$ cat src/rtl/neuron_sched_pkg.sv
// Shared definitions for the neuron core timestep scheduler: command opcodes,
// FSM state encoding and the neuron-block count helper.
package neuron_sched_pkg;

  // Command opcodes presented on cmd_op_o; 0 means no command.
  localparam logic [1:0] OP_NONE  = 2'd0;
  localparam logic [1:0] OP_INTEG = 2'd1;
  localparam logic [1:0] OP_FIRE  = 2'd2;

  // Timestep sequencer states.
  typedef enum logic [1:0] {
    S_IDLE  = 2'd0,
    S_INTEG = 2'd1,
    S_FIRE  = 2'd2,
    S_DONE  = 2'd3
  } sched_state_e;

  // Number of neuron blocks; neurons must be an exact multiple of blk.
  function automatic int unsigned calc_nblk(input int unsigned neurons, input int unsigned blk);
    return neurons / blk;
  endfunction

endpackage

$ cat src/rtl/neuron_sched_fifo.sv
// Synchronous spike queue. Head entry is visible combinationally on rdata.
// A push while full is dropped (no bypass even when popping in the same cycle);
// a pop while empty is ignored.
module neuron_sched_fifo #(
  parameter int unsigned WIDTH = 8,
  parameter int unsigned DEPTH = 16
) (
  input  logic                     clk,
  input  logic                     rst_n,
  input  logic                     push,
  input  logic                     pop,
  input  logic [WIDTH-1:0]         wdata,
  output logic [WIDTH-1:0]         rdata,
  output logic                     full,
  output logic                     empty,
  output logic [$clog2(DEPTH):0]   level
);

  localparam int unsigned AW = $clog2(DEPTH);
  localparam logic [AW:0] FULL_LVL = (AW + 1)'(DEPTH);

  logic [WIDTH-1:0] mem [DEPTH];
  logic [AW-1:0]    wr_ptr;
  logic [AW-1:0]    rd_ptr;
  logic             do_push;
  logic             do_pop;

  assign full    = (level == FULL_LVL);
  assign empty   = (level == '0);
  assign do_push = push & ~full;
  assign do_pop  = pop & ~empty;
  assign rdata   = mem[rd_ptr];

  // Storage array; contents need no reset since level gates every read.
  always_ff @(posedge clk) begin
    if (do_push) begin
      mem[wr_ptr] <= wdata;
    end
  end

  // Pointers and occupancy; DEPTH is a power of two so pointers wrap naturally.
  always_ff @(posedge clk or negedge rst_n) begin
    if (!rst_n) begin
      wr_ptr <= '0;
      rd_ptr <= '0;
      level  <= '0;
    end else begin
      if (do_push) begin
        wr_ptr <= wr_ptr + 1'b1;
      end
      if (do_pop) begin
        rd_ptr <= rd_ptr + 1'b1;
      end
      if (do_push && !do_pop) begin
        level <= level + 1'b1;
      end else if (do_pop && !do_push) begin
        level <= level - 1'b1;
      end
    end
  end

endmodule

$ cat src/rtl/neuron_core_scheduler.sv
// Timestep sequencer for neuron_core_256x256. Queues axon spike events and, on each
// tick, issues one INTEG command per neuron block for every spike queued before the
// tick, then sweeps all blocks with FIRE commands and pulses done_o.
// Optional build macro NEURON_SCHED_PERF_EN adds perf_cycles_o / perf_spikes_o.
module neuron_core_scheduler
  import neuron_sched_pkg::*;
#(
  parameter int unsigned AXON_W     = 8,
  parameter int unsigned NEURONS    = 256,
  parameter int unsigned BLK        = 16,
  parameter int unsigned FIFO_DEPTH = 16
) (
  input  logic                               clk,
  input  logic                               rst_n,
  input  logic                               tick_i,
  input  logic                               spk_valid_i,
  input  logic [AXON_W-1:0]                  spk_axon_i,
  output logic                               spk_ready_o,
  output logic                               cmd_valid_o,
  output logic [1:0]                         cmd_op_o,
  output logic [AXON_W-1:0]                  cmd_axon_o,
  output logic [$clog2(NEURONS/BLK)-1:0]     cmd_nblk_o,
  input  logic                               cmd_ready_i,
  input  logic                               ovr_clr_i,
  output logic                               busy_o,
  output logic                               done_o,
  output logic                               overrun_o,
  output logic [$clog2(FIFO_DEPTH):0]        fifo_level_o
`ifdef NEURON_SCHED_PERF_EN
  ,
  output logic [15:0]                        perf_cycles_o,
  output logic [15:0]                        perf_spikes_o
`endif
);

  localparam int unsigned NBLK   = calc_nblk(NEURONS, BLK);
  localparam int unsigned NBLK_W = $clog2(NBLK);
  localparam int unsigned LVL_W  = $clog2(FIFO_DEPTH) + 1;
  localparam logic [NBLK_W-1:0] LAST_BLK = NBLK_W'(NBLK - 1);

  sched_state_e      state;
  logic [LVL_W-1:0]  drain_cnt;
  logic              fifo_full;
  logic              fifo_empty;
  logic              fifo_push;
  logic              fifo_pop;
  logic [AXON_W-1:0] fifo_head;
  logic              xfer;
  logic              last_blk;

  assign spk_ready_o = ~fifo_full;
  assign fifo_push   = spk_valid_i & ~fifo_full;
  assign xfer        = cmd_valid_o & cmd_ready_i;
  assign last_blk    = (cmd_nblk_o == LAST_BLK);
  // The head spike leaves the queue only once every block has integrated it.
  assign fifo_pop    = xfer & (state == S_INTEG) & last_blk & ~fifo_empty;
  // Head stays put for the whole INTEG sweep, so it can drive the axon field directly.
  assign cmd_axon_o  = (cmd_valid_o && cmd_op_o == OP_INTEG) ? fifo_head : '0;

  neuron_sched_fifo #(
    .WIDTH (AXON_W),
    .DEPTH (FIFO_DEPTH)
  ) u_fifo (
    .clk   (clk),
    .rst_n (rst_n),
    .push  (fifo_push),
    .pop   (fifo_pop),
    .wdata (spk_axon_i),
    .rdata (fifo_head),
    .full  (fifo_full),
    .empty (fifo_empty),
    .level (fifo_level_o)
  );

  // Timestep FSM with registered command, busy and done outputs.
  always_ff @(posedge clk or negedge rst_n) begin
    if (!rst_n) begin
      state       <= S_IDLE;
      drain_cnt   <= '0;
      cmd_valid_o <= 1'b0;
      cmd_op_o    <= OP_NONE;
      cmd_nblk_o  <= '0;
      busy_o      <= 1'b0;
      done_o      <= 1'b0;
    end else begin
      done_o <= 1'b0;
      unique case (state)
        S_IDLE: begin
          if (tick_i) begin
            // Snapshot the occupancy: later arrivals wait for the next tick.
            drain_cnt   <= fifo_level_o;
            busy_o      <= 1'b1;
            cmd_valid_o <= 1'b1;
            cmd_nblk_o  <= '0;
            if (fifo_level_o != '0) begin
              state    <= S_INTEG;
              cmd_op_o <= OP_INTEG;
            end else begin
              state    <= S_FIRE;
              cmd_op_o <= OP_FIRE;
            end
          end
        end
        S_INTEG: begin
          if (xfer) begin
            if (last_blk) begin
              cmd_nblk_o <= '0;
              drain_cnt  <= drain_cnt - 1'b1;
              if (drain_cnt == LVL_W'(1)) begin
                state    <= S_FIRE;
                cmd_op_o <= OP_FIRE;
              end
            end else begin
              cmd_nblk_o <= cmd_nblk_o + 1'b1;
            end
          end
        end
        S_FIRE: begin
          if (xfer) begin
            if (last_blk) begin
              cmd_nblk_o  <= '0;
              cmd_valid_o <= 1'b0;
              cmd_op_o    <= OP_NONE;
              state       <= S_DONE;
              done_o      <= 1'b1;
            end else begin
              cmd_nblk_o <= cmd_nblk_o + 1'b1;
            end
          end
        end
        S_DONE: begin
          state  <= S_IDLE;
          busy_o <= 1'b0;
        end
        default: begin
          state <= S_IDLE;
        end
      endcase
    end
  end

  // Sticky overrun: a tick outside IDLE is dropped and flagged; set beats clear.
  always_ff @(posedge clk or negedge rst_n) begin
    if (!rst_n) begin
      overrun_o <= 1'b0;
    end else if (tick_i && state != S_IDLE) begin
      overrun_o <= 1'b1;
    end else if (ovr_clr_i) begin
      overrun_o <= 1'b0;
    end
  end

`ifdef NEURON_SCHED_PERF_EN
  logic [15:0] cyc_cnt;
  logic [15:0] spk_cnt;

  // Count cycles of the running timestep (tick cycle = 1) and publish totals at done.
  always_ff @(posedge clk or negedge rst_n) begin
    if (!rst_n) begin
      cyc_cnt       <= '0;
      spk_cnt       <= '0;
      perf_cycles_o <= '0;
      perf_spikes_o <= '0;
    end else begin
      if (state == S_IDLE && tick_i) begin
        cyc_cnt <= 16'd1;
        spk_cnt <= 16'(fifo_level_o);
      end else if (state != S_IDLE && cyc_cnt != 16'hFFFF) begin
        cyc_cnt <= cyc_cnt + 16'd1;
      end
      if (state == S_DONE) begin
        // Include the done cycle itself in the total.
        perf_cycles_o <= (cyc_cnt == 16'hFFFF) ? 16'hFFFF : cyc_cnt + 16'd1;
        perf_spikes_o <= spk_cnt;
      end
    end
  end
`endif

endmodule
$ cat config.mk
export PLATFORM = sky130hd
export DESIGN_NAME = neuron_core_scheduler
export DESIGN_NICKNAME = d
export VERILOG_FILES = /design/src/rtl/neuron_sched_pkg.sv /design/src/rtl/neuron_sched_fifo.sv /design/src/rtl/neuron_core_scheduler.sv
export SDC_FILE = /design/constraint.sdc
export NUM_CORES = 1
export LEC_CHECK = 0
export ABC_AREA = 1
export CAP_MARGIN = 20
export CORE_MARGIN = 10
export CORE_UTILIZATION = 52
export CTS_CLUSTER_SIZE = 12
export DETAILED_ROUTE_END_ITERATION = 7
export PLACE_DENSITY_LB_ADDON = 0.05
export SLEW_MARGIN = 20
export SYNTH_ARGS = -nofsm -noshare
export SYNTH_HDL_FRONTEND = slang
export SYNTH_HIERARCHICAL = 1
export SYNTH_SLANG_ARGS = --single-unit
$ cat constraint.sdc
create_clock -name clk -period 3 [get_ports clk]
set_clock_uncertainty 0.05 [all_clocks]
set_input_delay 0.3 -clock clk [delete_from_list [all_inputs] [get_ports clk]]
set_output_delay 0.3 -clock clk [all_outputs]
set_load 0.01 [all_outputs]
==> tab_implementation.tex <==
\begin{tabular}{lr}
\hline
Metric & Value \\
\hline
\multicolumn{2}{l}{\textbf{Run status}} \\
\quad Outcome & finished clean \\
\multicolumn{2}{l}{\textbf{GRT}} \\
\quad Global-route wire length before repair & approximately 27000 um \\
\quad Pin count of the biggest net entering global routing & 82 \\
\quad Number of antenna violations at the first check in global routing & 0 \\
\quad Total track usage & 17.4\% \\
\quad Total congestion overflow after global routing & 0 \\
\quad Number of global-route vias before repair & 5313 \\
\multicolumn{2}{l}{\textbf{Finish}} \\
\quad Antenna diode count & 0 \\
\quad Post-route insts no fill & approximately 1000 \\
\quad Ratio of cells with drive above 1 in the final layout & 8.56\% \\
\quad Area growth syn-to-layout & 18.1\% \\
\quad Total number of nets in the final design & just under 900 \\
\quad End-of-flow core utilization & a little over three fifths \\
\quad Final instance area & just under 0.009 mm2 \\
\multicolumn{2}{l}{\textbf{Synth}} \\
\quad Share of synthesized cell area in full adder, half adder and majority cells & $\sim$3.1\% \\
\quad Most instantiated cells after synthesis & sky130\_fd\_sc\_hd\_\_nand2\_1 (292), sky130\_fd\_sc\_hd\_\_edfxtp\_1 (128), sky130\_fd\_sc\_hd\_\_inv\_1 (97) \\
\quad Number of flops mapped to enable cells by yosys & roughly 130 \\
\quad Portion of the post-synthesis area used by sequential elements & about three fifths \\
\quad Asr flop ratio synth & a little under a fifth \\
\quad Main combinational cell family by area after synthesis & simple AND/OR/NAND/NOR gates \\
\quad Instance count of the mapped netlist & approximately 800 \\
\quad Unique cell type count in the Yosys netlist & 30 \\
\quad Post-Synthesis Cell Area & around 0.0075 mm2 \\
\quad Most frequent cell after synthesis & sky130\_fd\_sc\_hd\_\_nand2\_1 \\
\quad Syn nets & about 830 \\
\quad Fraction of post-synthesis cell area in the top cell type by area & between 50\% and 60\% \\
\quad Post-synthesis mux area share & 0.134\% \\
\quad Yosys top cell by area & sky130\_fd\_sc\_hd\_\_edfxtp\_1 \\
\quad Total number of yosys warnings & 6 \\
\quad Area share of and/or/nand/nor cells after synthesis & $\sim$26\% \\
\quad Post-Synth XOR/XNOR Area & 1.06\% \\
\quad Synth Area in Compound Gates & 1.58\% \\
\quad Post-synthesis sequential element count & roughly 160 \\
\quad Leading register cell type out of synthesis & sky130\_fd\_sc\_hd\_\_edfxtp\_1 \\
\quad Biggest area contributors in the synthesized netlist & sky130\_fd\_sc\_hd\_\_edfxtp\_1 (52\%), sky130\_fd\_sc\_hd\_\_nand2\_1 (15\%), sky130\_fd\_sc\_hd\_\_dfrtp\_1 (10\%) \\
\quad Mean area per synthesized cell & around 9.4 um2 \\
\multicolumn{2}{l}{\textbf{Routing}} \\
\quad Average vias per placed instance & just over 5 \\
\quad Drt pass-1 iters & 5 \\
\quad DR WL/cell & between 15 and 20 um \\
\quad Number of remaining DRC errors & 0 \\
\quad Number of DRC markers in iteration 0 & between 300 and 400 \\
\quad Routed Antenna Nets & 0 \\
\quad Number of vias after detailed routing & roughly 5400 \\
\quad Wirelength, routed & approximately 17000 um \\
\multicolumn{2}{l}{\textbf{Critical path}} \\
\quad Slack of the worst reg-to-reg path & between 0.5 and 0.6 ns \\
\quad Reg-to-Reg End & u\_fifo/level[4] \\
\quad Type of element launching the critical path & flop \\
\quad Critical-path maximum fanout & between 40 and 50 \\
\quad Arrival time reported for the critical path endpoint & about 2.5 ns \\
\quad Startpoint-to-endpoint class of the critical path & flop to primary output \\
\quad Critical path required time & between 2 and 3 ns \\
\quad Critical path endpoint category & primary output \\
\quad R2r startpoint & cmd\_nblk\_o[1] \\
\quad Number of cells on the worst reg-to-reg path & 15 \\
\multicolumn{2}{l}{\textbf{Clocking}} \\
\quad Clock tree from TritonCTS & done \\
\quad Clock slew at reported path FFs & $\sim$0.060 ns \\
\quad H-Tree Depth & 4 \\
\quad Number of buffers inserted by hold repair at cts & 0 \\
\quad Later-pin clock latency in the skew report & $\sim$0.43 ns \\
\quad Maximum number of buffers from clock root to sink & 2 \\
\quad Root Buffer Master & sky130\_fd\_sc\_hd\_\_clkbuf\_16 \\
\quad Number of buffers created by CTS & 17 \\
\quad Clock Sinks & approximately 160 \\
\multicolumn{2}{l}{\textbf{Timing}} \\
\quad Setup-failing EPs final & 0 \\
\quad FMAX & roughly 350 MHz \\
\quad Clock period minus worst slack & 2.83 ns \\
\quad Worst slew margin relative to its limit & roughly 49\% \\
\quad Number of max-slew violations in the final report & 0 \\
\quad RSZ-0062 raised after global routing & yes \\
\quad Part of the cycle the worst path needs & 94.3\% \\
\quad Slew at the pin closest to its max-slew limit & about 0.77 ns \\
\quad Minimum setup slack in the final design & approximately 0.17 ns \\
\quad Final count of hold timing violations & 0 \\
\multicolumn{2}{l}{\textbf{Floorplanning}} \\
\quad Initial core utilization & between 50\% and 60\% \\
\quad Number of standard-cell rows in the floorplan & 43 \\
\quad Floorplan die width & $\sim$140 um \\
\quad Number of ports placed on the die boundary & 38 \\
\quad Vertical die dimension & approximately 140 um \\
\quad Core region area & between 0.01 and 0.015 mm2 \\
\quad DIE AREA & $\sim$0.020 mm2 \\
\multicolumn{2}{l}{\textbf{Place}} \\
\quad Worst setup timing slack at the placement stage & 0.424 ns \\
\quad Number of I/O port buffers & 37 \\
\quad Final GP Congestion & roughly 0.86 \\
\quad Placement-stage cell area & a little over 0.008 mm2 \\
\quad Hpwl dp & between 10000 and 15000 um \\
\quad Inst Count DP & 1012 \\
\multicolumn{2}{l}{\textbf{Pwr}} \\
\quad Overall Power & about 7 mW \\
\quad Switching fraction of total power & between 20\% and 30\% \\
\quad Leak & 3.93 nW \\
\quad Cell Int Power & $\sim$4.9 mW \\
\quad Share of total power in the clock network & 34.0\% \\
\quad Share of power burned in registers & about two fifths \\
\quad Peak ir drop on the vdd network & about 0.45 mV \\
\quad Switching power & 2.09 mW \\
\quad Relative contribution of combinational cells to total power & 24.8\% \\
\quad Power density of the placed cells & a little under 800 mW/mm2 \\
\multicolumn{2}{l}{\textbf{Min path}} \\
\quad Class of the tightest hold or removal check & input pin to async pin \\
\multicolumn{2}{l}{\textbf{Run}} \\
\quad \# Max-Cap Violations & 0 \\
\hline
\end{tabular}
-- critical path, cell delays in order (launching register included) --
cell and delay (ns):
sky130_fd_sc_hd__dfrtp_2 0.49, sky130_fd_sc_hd__buf_16 0.24, sky130_fd_sc_hd__nand2_1 0.07, sky130_fd_sc_hd__nand3_1 0.08, sky130_fd_sc_hd__nand2_1 0.05, sky130_fd_sc_hd__nor2_1 0.20, sky130_fd_sc_hd__nand2_1 0.13, sky130_fd_sc_hd__nand2_1 0.08
sky130_fd_sc_hd__inv_1 0.04, sky130_fd_sc_hd__nor2_1 0.09, sky130_fd_sc_hd__clkdlybuf4s50_1 0.56
-- per-layer routing --
layer  track usage [%]  part of all wire [%]  wire length, um  up-vias
met4              8.91                   2.9              497        0
met3              4.97                   5.9              990       38
li1                  -                     -                -     2647
met5                 0                     0                0        -
met2              28.2                    48             8140      134
met1              20.5                    43             7220     2544
-- layout by cell type (no fill, tap or decap), types with 4 or more instances in the layout --
cell type                         synthesis  final
sky130_fd_sc_hd__a21oi_1                  6      6
sky130_fd_sc_hd__buf_4                    3     20
sky130_fd_sc_hd__bufinv_16                0      6
sky130_fd_sc_hd__clkbuf_16                0     18
sky130_fd_sc_hd__clkdlybuf4s50_1          0     37
sky130_fd_sc_hd__clkinvlp_4               0      4
sky130_fd_sc_hd__dfrtp_1                 30     28
sky130_fd_sc_hd__edfxtp_1               128    128
sky130_fd_sc_hd__ha_1                    17     17
sky130_fd_sc_hd__inv_1                   97     96
sky130_fd_sc_hd__nand2_1                292    292
sky130_fd_sc_hd__nand3_1                 67     67
sky130_fd_sc_hd__nand4_1                  4      4
sky130_fd_sc_hd__nor2_1                  81     81
sky130_fd_sc_hd__nor2_2                   5      5
sky130_fd_sc_hd__o21ai_0                 13     13
sky130_fd_sc_hd__xor2_1                   6      6
-- metrics by stage --
stage               setup TNS [ns]  hold slack [ns]
floorplan                        0          -0.0456
global placement                 0            0.430
detailed placement               0            0.439
CTS                              0            0.216
global route              -0.00425            0.229
finish                           0            0.211
-- how the worst max path moves through the flow --
stage                      from         endpoint  slack [ns]  cells after the start
2_1_floorplan   u_fifo/level[0]  u_fifo/level[4]        0.74                     15
3_3_place_gp        cmd_ready_i  u_fifo/level[4]        0.43                     15
3_5_place_dp        cmd_ready_i  u_fifo/level[4]        0.42                     15
4_1_cts        u_fifo/rd_ptr[1]    cmd_axon_o[4]        0.04                      8
5_1_grt        u_fifo/rd_ptr[0]    cmd_axon_o[6]      -0.004                     11
6_report       u_fifo/rd_ptr[0]    cmd_axon_o[5]        0.17                     10
-- final cells by class --
cell class | instances | area, um2
Clock buffer | 18 | 429
Clock inverter | 13 | 220
Fill cell | 1167 | 5130
Inverter | 102 | 393
Multi-Input combinational cell | 513 | 2340
Sequential cell | 158 | 4600
Tap cell | 180 | 225
Timing Repair Buffer | 60 | 593
-- power by group through the flow --
stage	combinational [mW]	sequential [mW]	clock [mW]
2_1_floorplan	1.08	2.93	0
4_1_cts	1.74	2.88	2.41
3_5_place_dp	1.73	2.92	0
6_report	1.73	2.88	2.38
5_1_grt	1.97	2.92	2.52
3_3_place_gp	1.70	2.92	0
-- cell families after synthesis --
family | Yosys count
muxes | 1
buffers and inverters | 126
adders and majority gates | 18
and+or+nand+nor | 462
DFF | 158
AOI/OAI and AO/OA | 23
xor gates and xnor gates | 9
-- flip-flops by register name, indices dropped and copies added, names as in the netlist --
name           flops
state              2
u_fifo/wr_ptr      4
u_fifo/rd_ptr      4
cmd_valid_o        1
busy_o             1
u_fifo/level       5
cmd_op_o           2
overrun_o          1
u_fifo/mem       128
drain_cnt          5
done_o             1
cmd_nblk_o         4
-- what timing repair did --
item | CTS | global route
endpoints found under the setup margin | 0 | 8
buffers inserted | 0 | 0
gates resized for setup | 0 | 6
Note: power is estimated with default switching activity, not from simulation.
